### config.mk
export PLATFORM = sky130hd
export DESIGN_NAME = replay_fifo
export DESIGN_NICKNAME = d
export VERILOG_FILES = /design/src/rtl/replay_fifo.sv
export SDC_FILE = /design/constraint.sdc
export NUM_CORES = 1
export LEC_CHECK = 0
export CORE_MARGIN = 3
export CORE_UTILIZATION = 35
export DETAILED_ROUTE_END_ITERATION = 10
export PLACE_DENSITY = 0.51
export SYNTH_ARGS = -nofsm -noshare
export SYNTH_HDL_FRONTEND = slang
export SYNTH_SLANG_ARGS = --single-unit
### constraint.sdc
create_clock -name clk -period 8.5 [get_ports clk]
set_input_delay 1.7 -clock clk [delete_from_list [all_inputs] [get_ports clk]]
set_output_delay 1.7 -clock clk [all_outputs]
set_load 0.02 [all_outputs]
### src/rtl/replay_fifo.sv
// replay_fifo: synchronous FIFO with a commit/replay read window.
// Entries that have been read stay in storage until a commit releases them.
// A replay rewinds the read pointer to the last commit point, so a consumer
// that restarts its pass can re-read the same words.
//
// Handshake semantics (both sides): a transfer happens on a rising clk edge
// exactly when valid and ready are both high in the cycle before that edge.
// wr_ready and rd_valid depend only on registered state (and, for rd_valid,
// the replay input), never on wr_valid or rd_ready, so producer and consumer
// may hold valid/ready in any pattern without combinational loops.
module replay_fifo #(
    parameter int DATA_WIDTH = 16,
    parameter int DEPTH      = 8,
    parameter int AF_THRESH  = DEPTH - 2,
    parameter int AE_THRESH  = 1
) (
    input  logic                       clk,
    input  logic                       reset,
    input  logic                       clear,
    input  logic                       wr_valid,
    input  logic [DATA_WIDTH-1:0]      wr_data,
    output logic                       wr_ready,
    output logic                       rd_valid,
    output logic [DATA_WIDTH-1:0]      rd_data,
    input  logic                       rd_ready,
    input  logic                       commit,
    input  logic                       replay,
    output logic [$clog2(DEPTH):0]     stored_count,
    output logic [$clog2(DEPTH):0]     pending_count,
    output logic                       almost_full,
    output logic                       almost_empty,
    output logic                       overflow,
    output logic                       underflow
);

    // Address width and pointer width; the extra pointer MSB tells a full
    // window apart from an empty one after the low bits wrap.
    localparam int AW = $clog2(DEPTH);
    localparam int PW = AW + 1;

    localparam logic [PW-1:0] DEPTH_P = PW'(DEPTH);
    localparam logic [PW-1:0] AF_T    = PW'(AF_THRESH);
    localparam logic [PW-1:0] AE_T    = PW'(AE_THRESH);

    // Storage; never reset, so a flush only moves pointers.
    logic [DATA_WIDTH-1:0] mem_q [DEPTH];

    // Pointer state: write, read and commit pointers.
    logic [PW-1:0] wptr_q, wptr_d;
    logic [PW-1:0] rptr_q, rptr_d;
    logic [PW-1:0] cptr_q, cptr_d;

    // Sticky error flags.
    logic overflow_q, overflow_d;
    logic underflow_q, underflow_d;

    // Derived status, all from pre-edge state.
    logic [PW-1:0] stored;
    logic [PW-1:0] pending;
    logic          full;
    logic          wr_fire;
    logic          rd_fire;

    // Occupancy: modulo-2*DEPTH differences of the pointers.
    always_comb begin
        stored  = wptr_q - cptr_q;
        pending = wptr_q - rptr_q;
        full    = (stored == DEPTH_P);
    end

    // Handshake outputs and accepted transfers.
    always_comb begin
        wr_ready = !full;
        rd_valid = (pending != '0) && !replay;
        wr_fire  = wr_valid && !full;
        rd_fire  = rd_valid && rd_ready;
        rd_data  = mem_q[rptr_q[AW-1:0]];
    end

    // Pointer and flag next-state logic.
    always_comb begin
        wptr_d      = wptr_q;
        rptr_d      = rptr_q;
        cptr_d      = cptr_q;
        overflow_d  = overflow_q;
        underflow_d = underflow_q;

        if (wr_fire) begin
            wptr_d = wptr_q + PW'(1);
        end

        // Commit captures the pre-edge read pointer, so a read accepted in
        // the same cycle stays uncommitted.
        if (commit) begin
            cptr_d = rptr_q;
        end

        // Replay alone rewinds to the commit point. With a simultaneous
        // commit the commit point becomes the current read pointer, so the
        // read pointer simply stays where it is.
        if (replay) begin
            if (!commit) begin
                rptr_d = cptr_q;
            end
        end else if (rd_fire) begin
            rptr_d = rptr_q + PW'(1);
        end

        if (wr_valid && full) begin
            overflow_d = 1'b1;
        end
        if (rd_ready && !rd_valid && !replay) begin
            underflow_d = 1'b1;
        end
    end

    // State registers: reset beats clear beats normal operation.
    always_ff @(posedge clk) begin
        if (reset || clear) begin
            wptr_q      <= '0;
            rptr_q      <= '0;
            cptr_q      <= '0;
            overflow_q  <= 1'b0;
            underflow_q <= 1'b0;
        end else begin
            wptr_q      <= wptr_d;
            rptr_q      <= rptr_d;
            cptr_q      <= cptr_d;
            overflow_q  <= overflow_d;
            underflow_q <= underflow_d;
        end
    end

    // Memory write port; a write coinciding with reset or clear is dropped.
    always_ff @(posedge clk) begin
        if (wr_fire && !reset && !clear) begin
            mem_q[wptr_q[AW-1:0]] <= wr_data;
        end
    end

    // Count, threshold and error outputs.
    always_comb begin
        stored_count  = stored;
        pending_count = pending;
        almost_full   = (stored >= AF_T);
        almost_empty  = (pending <= AE_T);
        overflow      = overflow_q;
        underflow     = underflow_q;
    end

endmodule

# After elaboration in Yosys (flattened, before gate mapping)
# Memories as Yosys holds them, arrays and structs flattened. A register that Yosys moved wholly into a read port is not among the register bits.
# Cells that the tools add are included.
dict set report totals {
  ff_bits 14
  ramBits 128
  input_bits 23
  out_inout_bits 30
  word_cells 36
  mem_count 1
}
dict set report classes {
  n_addsub 4
  order_cmp 2
  eq_ne 1
  mux 7
  n_reduce_logical 16
}
# memory depth word_bits rd rd_ports_with_merged_regs wr line_no
set mem_list {}
lappend mem_list {mem_q 8 16 1 1 1 46} ;# logic [DATA_WIDTH-1:0] mem_q [DEPTH];
# op count
set ops {}
lappend ops {{4-bit 2-to-1 mux} 3}
lappend ops {{4-bit by 1-bit adder with 4-bit output, second input constant} 2}
lappend ops {{1-bit logical AND} 8}
lappend ops {{4-bit subtractor} 2}
lappend ops {{3-bit 2-to-1 mux} 2}
lappend ops {{1-bit zero test} 5}
lappend ops {{4-bit == test, second input constant} 1}
lappend ops {{4-bit by 3-bit >= comparator with 1-bit output, second input constant} 1}
lappend ops {{4-bit by 1-bit <= comparator with 1-bit output, second input constant} 1}
lappend ops {{4-bit nonzero test} 1}
lappend ops {{1-bit 2-to-1 mux} 2}
lappend ops {{2-bit nonzero test} 1}
lappend ops {{1-bit logical OR} 1}

# Longest topological paths before layout
# Gate-level depths: netlist of run 1.
dict set report logic_depth {
  ltp_word 8
  depth_mapped 9
  depth_no_buf 9
}

# Least setup slack after synthesis of run 1
# No wires, ideal clock.
dict set report synth_path {
  kind {in2out}
  start {input replay}
  end {output rd_valid}
  arrival_time_ns 2.145
  required_ns 6.800
  path_slack_ns 4.655
  stages 2
  path_buffers 1
  cell_sequence {buf_4 nor2_1}
}
dict set report synth_between {
  elab_chain_len 2
}
# item line_no
set synth_lines {}
lappend synth_lines {{from (decl)} 27} ;# input logic replay,
lappend synth_lines {{1-bit zero test} 74} ;# rd_valid = (pending != '0) && !replay;
lappend synth_lines {{1-bit logical AND} 74}
lappend synth_lines {{to (decl)} 23} ;# output logic rd_valid,
# No other way between the ends.

# Final worst setup path of run 1
# Ends and elaborated chain as after synthesis.

==> results of run 1 <==
-- state kept, by name, summed over array words and instances, names as in the netlist, named ones only --
| signal | flops |
|---|---|
| mem_q | 128 |
| cptr_q | 4 |
| rptr_q | 4 |
| wptr_q | 4 |
| overflow | 1 |
| underflow | 1 |
-- worst reg2reg max path, stage by stage, from the launching register on --
cell and delay, ps:
dfxtp_1 460, inv_1 130, ha_1 270, fa_1 400, xnor2_1 330, nor2_2 160
a211oi_2 340, and3_1 870
-- cells in the final DEF, fill, tap and decap left out, types with 2 or more instances in the layout --
cell type / count
edfxtp_1: 128
clkdlybuf4s50_1: 52
mux4_2: 32
clkbuf_16: 17
mux2_2: 16
dfxtp_1: 16
nor2_1: 15
inv_1: 13
a21oi_1: 9
ha_1: 8
nand2_1: 7
mux2i_1: 6
and3_1: 5
clkinv_2: 5
xnor2_1: 4
clkinv_1: 4
xor2_1: 3
and2_1: 3
nor3_1: 3
a31oi_1: 3
clkbuf_1: 3
nor2_2: 2
and4_1: 2
o32a_1: 2
nand3_1: 2
o311a_1: 2
a211oi_1: 2
fa_1: 2
buf_4: 2
-- report_power, final --
part | total (W) | internal [W] | switching, W
Clock | 0.000624 | 0.000362 | 0.000263
Sequential | 0.000783 | 0.000780 | 0.00000275
Combinational | 0.000117 | 0.0000562 | 0.0000606
Total | 0.00152 | 0.00120 | 0.000326
-- metal layers --
layer	up-vias	track usage (%)	part of all wire, %
met5	-	0	0
met4	0	4.815	1.4
met3	14	3.493	3.7
met2	63	21.66	48
met1	1554	18.53	47
li1	1395	-	-
-- synthesized netlist by cell type, drive strengths merged (3+ instances only) --
cell,number,share of area [%]
a211oi,3,0.46
a21oi,11,1.2
a31oi,3,0.31
and2,3,0.31
and3,6,0.65
buf,8,0.84
clkbuf,5,0.31
dfxtp,17,5.7
edfxtp,128,64
ha,8,1.7
inv,13,0.82
mux2,17,3.2
mux2i,6,1.0
mux4,32,12
nand2,8,0.54
nor2,17,1.2
nor3,3,0.25
xnor2,5,0.86
xor2,3,0.44
-- worst max path at each step --
stage          startpoint        to  slack [ps]
5_1_grt            replay  rd_valid        3600
3_3_place_gp       replay  rd_valid        3710
2_1_floorplan      replay  rd_valid        4650
3_5_place_dp       replay  rd_valid        3700
4_1_cts            replay  rd_valid        3700
6_report           replay  rd_valid        3700
-- logic make-up after synthesis --
logic type	synth area share, %
AO/OA/AOI/OAI	4.042
flip-flops	70.03
multiplexers	16.27
AND/OR/NAND/NOR	4.042
adder cells (fa/ha/maj)	2.346
XOR/XNOR	1.299
buffers and inverters	1.969
-- stage by stage --
| stage | cell area (µm²) | setup WS (ps) | util, % | instances |
|---|---|---|---|---|
| after floorplan | 5974 | 4655 | - | 320 |
| after global placement | 6718 | 3709 | 40.37 | 581 |
| after detailed placement | 6718 | 3700 | 40.37 | 581 |
| after CTS | 7202 | 3700 | 43.27 | 611 |
| after global routing | 7202 | 3601 | 43.27 | 611 |
| final | 7202 | 3704 | 43.27 | 611 |
-- layout make-up --
type,count,area [µm²],share of cell area (%)
clock buffers,20,436.7,6.063
clock inverters,10,47.55,0.6602
inverters,13,48.80,0.6776
multi-input cells,149,1673,23.23
flip-flops and latches,145,4185,58.11
well taps,220,275.3,3.822
repair buffers,54,535.5,7.436
==> impl_results.md, run 1 <==
* Status: finished clean
* Worst Path Required at 6800 ps
* Static Leak at 2.341 nW
* Reg-to-reg critical path startpoint: wptr_q[0]$_SDFFE_PP0P_
* Ys flop type: edfxtp_1
* Overall power at 0.001524 W
* Period minus WS final at 4796 ps
* Fin crit share at 56.43%
* GRT overflow at 0
* Hold path startpoint: overflow$_SDFFE_PP0P_
* Post-synth EDFFs at 128
* TritonCTS Buffers at 17
* Fmax at 208.5 MHz
* Clock skew at 8.620 ps
* TritonCTS clock tree: built
* Top Family by Delay on Critical Path: buffers and inverters
* Largest stage delay, worst path at 620 ps
* Antenna Nets Post-Route at 0
* Synth async-reset ratio at 0%
* Mapped Avg Cell Area at 18.67 µm²
* Critical-path top delay cell: clkdlybuf4s50_1
* GRT Overall Usage at 13.73%
* Critical path class: in -> out
* Unrepaired setup endpoints after global routing: false
* Worst hold slack at 479.0 ps
* IO Pins at 53
* Drt via density at 4.953
* Clock root buffer: clkbuf_16
* DRT iter0 DRCs at 216
* Max-cap violations at 0
* WL/cell at 19.35 µm
* CTS H-tree lvls at 4
* TNS Setup at 0 ps
* Slew @ Worst Pin at 1085 ps
* Largest net degree at the start of global routing at 33
* Worst skew pair latency at 410 ps
* Synthesized netlist cell count at 320
* Detail Placement HPWL at 6802 µm
* Diode count at 0
* Max transition margin at 27.67%
* Clk buf depth at 2
* First-pass GRT wire length at 18,770 µm
* Critical Path AT at 3100 ps
* Vias in the first global route at 3,287
* CP Cell Sequence: clkdlybuf4s50_1 > nor2_1 > clkdlybuf4s50_1
* Yosys cell types at 49
* Worst vdd ir at 0.1334 mV
* Final setup fails at 0
* Buf/Inv on CP at 2
* HP Class: reg -> reg
* Flops & latches, synth at 145
* # clock sinks at 145
* Reg2reg setup slack at 5140 ps
* Hold_buf cts at 0
* Worst hold endpoint: overflow$_SDFFE_PP0P_
* Post-CTS sizing at 0
* Die Wd at 136.7 µm
* Peak fanout along the critical path at 11
* Power Dens Cells at 211.6 nW/µm²
* WHS Path Cells at 2
* Core footprint at 16,640 µm²
* Starting Density at 35.90%
* R2R cell count at 7
* Drt pass-1 iters at 4
* Post-Synthesis Cell Area at 5974 µm²
* Share of layout cells above drive strength 1 at 22.25%
* Endpoints failing hold at 0
* Crit path capture type: output port
* Cell repeated most along the worst path: clkdlybuf4s50_1
* Gpl congestion at 0.7130
* Vert. Die Dim at 136.7 µm
* Final WL at 11,820 µm
* Initial antenna violation count at 0
* Critical Path Start Type: primary input
* Fillers at 1,474
* # DRC at 0
* Post-CTS Setup Bufs at 0
* Syn nets at 353
* DIE AREA at 18,670 µm²
* Fin nets at 413
* DR vias at 3,026
* Area Overhead vs Synth at 20.54%
* Max Slew Vio Count at 0
* # rows at 47
* Worst R2R End: mem_q[4][7]$_DFFE_PP_
* Share of the yosys chip area belonging to registers at 70.03%
* Worst-path clk slew at 60 ps
* Crit path depth at 3
* PortBufs at 52
* Yosys warning count at 0
Power figures use the tool's default switching activity.
==> run 2, diff against run 1 <==
Settings changed: PLACE_DENSITY 0.51 to 0.53.
Clock period 8.5 ns to 3.94 ns, I/O delays scaled along.
==> run 2 against run 1 <==
- sequential share of layout area down 1.7 points
- critical path depth rose by 4
- register-to-register slack got worse by 4100 ps
- global-route usage down 0.20 points
- sequential power increased by 120%
- clock skew decreased by 1.2 ps
- first-iteration DRC count decreased by 24%
- setup slack lost 3500 ps
- critical path type is now reg -> out
- largest power group unchanged
==> impl_results.md, run 2 (same netlist as run 1, synthesis figures left out) <==
* TritonCTS clock tree: built
* Area Overhead vs Synth at 24.23%
* DRT iter0 DRCs at 165
* Largest stage delay, worst path at 600 ps
* Placed cell areas at 6798 µm²
* Worst Path Required at 3150 ps
* Final instance area at 7422 µm²
* Largest net degree at the start of global routing at 33
* Post-CTS Setup Bufs at 0
* Initial antenna violation count at 0
* # DRC at 0
* Vias in the first global route at 3,304
* GRT overflow at 0
* Crit path capture type: output port
* Max transition margin at 66.84%
* Max Slew Vio Count at 0
* Critical Path Start Type: flop
* Hold_buf cts at 0
* Diode count at 0
* Post-CTS sizing at 0
* CP Cell Sequence: inv_1 > ha_1 > fa_1 > xnor2_1 > nor2_2 > nand2_1 > clkdlybuf4s50_1
* # clock sinks at 145
* Multi-input logic area at 1673 µm²
* Die Wd at 136.7 µm
* Slew @ Worst Pin at 497.3 ps
* Finished Core Util at 44.60%
* WL/cell at 18.78 µm
* Gpl congestion at 0.7030
* Fillers at 1,445
* Power Dens Cells at 488.6 nW/µm²
* Worst skew pair latency at 410 ps
* Status: finished clean
* Core footprint at 16,640 µm²
* TNS Setup at 0 ps
* Fin nets at 422
* First-pass GRT wire length at 18,330 µm
* Most frequent cells in the layout: edfxtp_1 (128), clkdlybuf4s50_1 (52), mux4_2 (32)
* Reg2reg setup slack at 990 ps
* Drt pass-1 iters at 4
* Final setup fails at 0
* CTS H-tree lvls at 4
* Reg area at 4185 µm²
* Max-cap violations at 0
* Endpoints failing hold at 0
* DR vias at 3,053
* Period minus WS final at 3702 ps
* IO Pins at 53
* Fmax at 270.1 MHz
* Commonest non-fill, non-tap cell in the layout: edfxtp_1
* Fin crit share at 93.95%
* Starting Density at 35.90%
* Critical path class: reg -> out
* Peak fanout along the critical path at 9
* Clk buf depth at 2
* HP Class: reg -> reg
* Worst-path clk slew at 60 ps
* # rows at 47
* Detail Placement HPWL at 6943 µm
* Number of flip-flops in the largest register at 128
* DIE AREA at 18,670 µm²
* Drt via density at 4.908
* Clock skew at 7.443 ps
* TritonCTS Buffers at 17
* Static Leak at 2.453 nW
* Antenna Nets Post-Route at 0
* Unrepaired setup endpoints after global routing: false
* Worst hold slack at 469.4 ps
* Critical-path top delay cell: clkdlybuf4s50_1
* Worst vdd ir at 0.3270 mV
* Vert. Die Dim at 136.7 µm
* PortBufs at 52
* Critical Path AT at 2910 ps
* GRT Overall Usage at 13.53%
* Clock root buffer: clkbuf_16
* Final WL at 11,680 µm
* Share of layout cells above drive strength 1 at 24.88%
-- run 2: layout make-up --
type	instances	area share (%)
sequential	145	56.39
multi-input combinational	149	22.54
timing repair buffer	63	8.294
clock buffer	19	5.833
tap	220	3.709
clock inverter	13	2.579
inverter	13	0.6575
-- run 2: power breakdown --
group          total [W]  leakage [nW]  internal [W]  switching, W
logic           0.000252         0.863      0.000123      0.000128
registers        0.00169          1.29       0.00168    0.00000942
clock network    0.00168         0.299       0.00111      0.000571
total            0.00363          2.45       0.00292      0.000709
-- run 2: worst paths after layout --
kind                                             start                    end  depth (start not counted)
worst max-delay path            wptr_q[0]$_SDFFE_PP0P_               wr_ready                          7
worst min-delay path             overflow$_SDFFE_PP0P_  overflow$_SDFFE_PP0P_                          2
worst max register to register  wptr_q[0]$_SDFFE_PP0P_  mem_q[2][4]$_DFFE_PP_                          8
worst min register to register   overflow$_SDFFE_PP0P_  overflow$_SDFFE_PP0P_                          2
-- run 2: metrics by stage --
stage,worst slack [ps],total power [W],std cells
after floorplan,903.0,0.001867,320
after global placement,766.8,0.001976,590
after global routing,82.18,0.003757,622
after detailed placement,669.3,0.001979,590
after CTS,199.7,0.003677,622
final,238.2,0.003627,622
-- run 2: routing by layer --
layer / track usage [%] / share of wire, % / vias to the layer above
met3: 4.338 / 4.5 / 10
met1: 16.53 / 43 / 1561
met2: 22.65 / 51 / 61
met5: 0 / 0 / -
li1: - / - / 1421
met4: 4.703 / 1.2 / 0
-- run 2: worst max-delay path, delay by kind of cell, from the launching register on --
family,cells,cell delay [ps]
DFF,1,480
adders and majority gates,2,660
xor gates and xnor gates,1,340
and+or+nand+nor,2,270
buffers and inverters,2,740
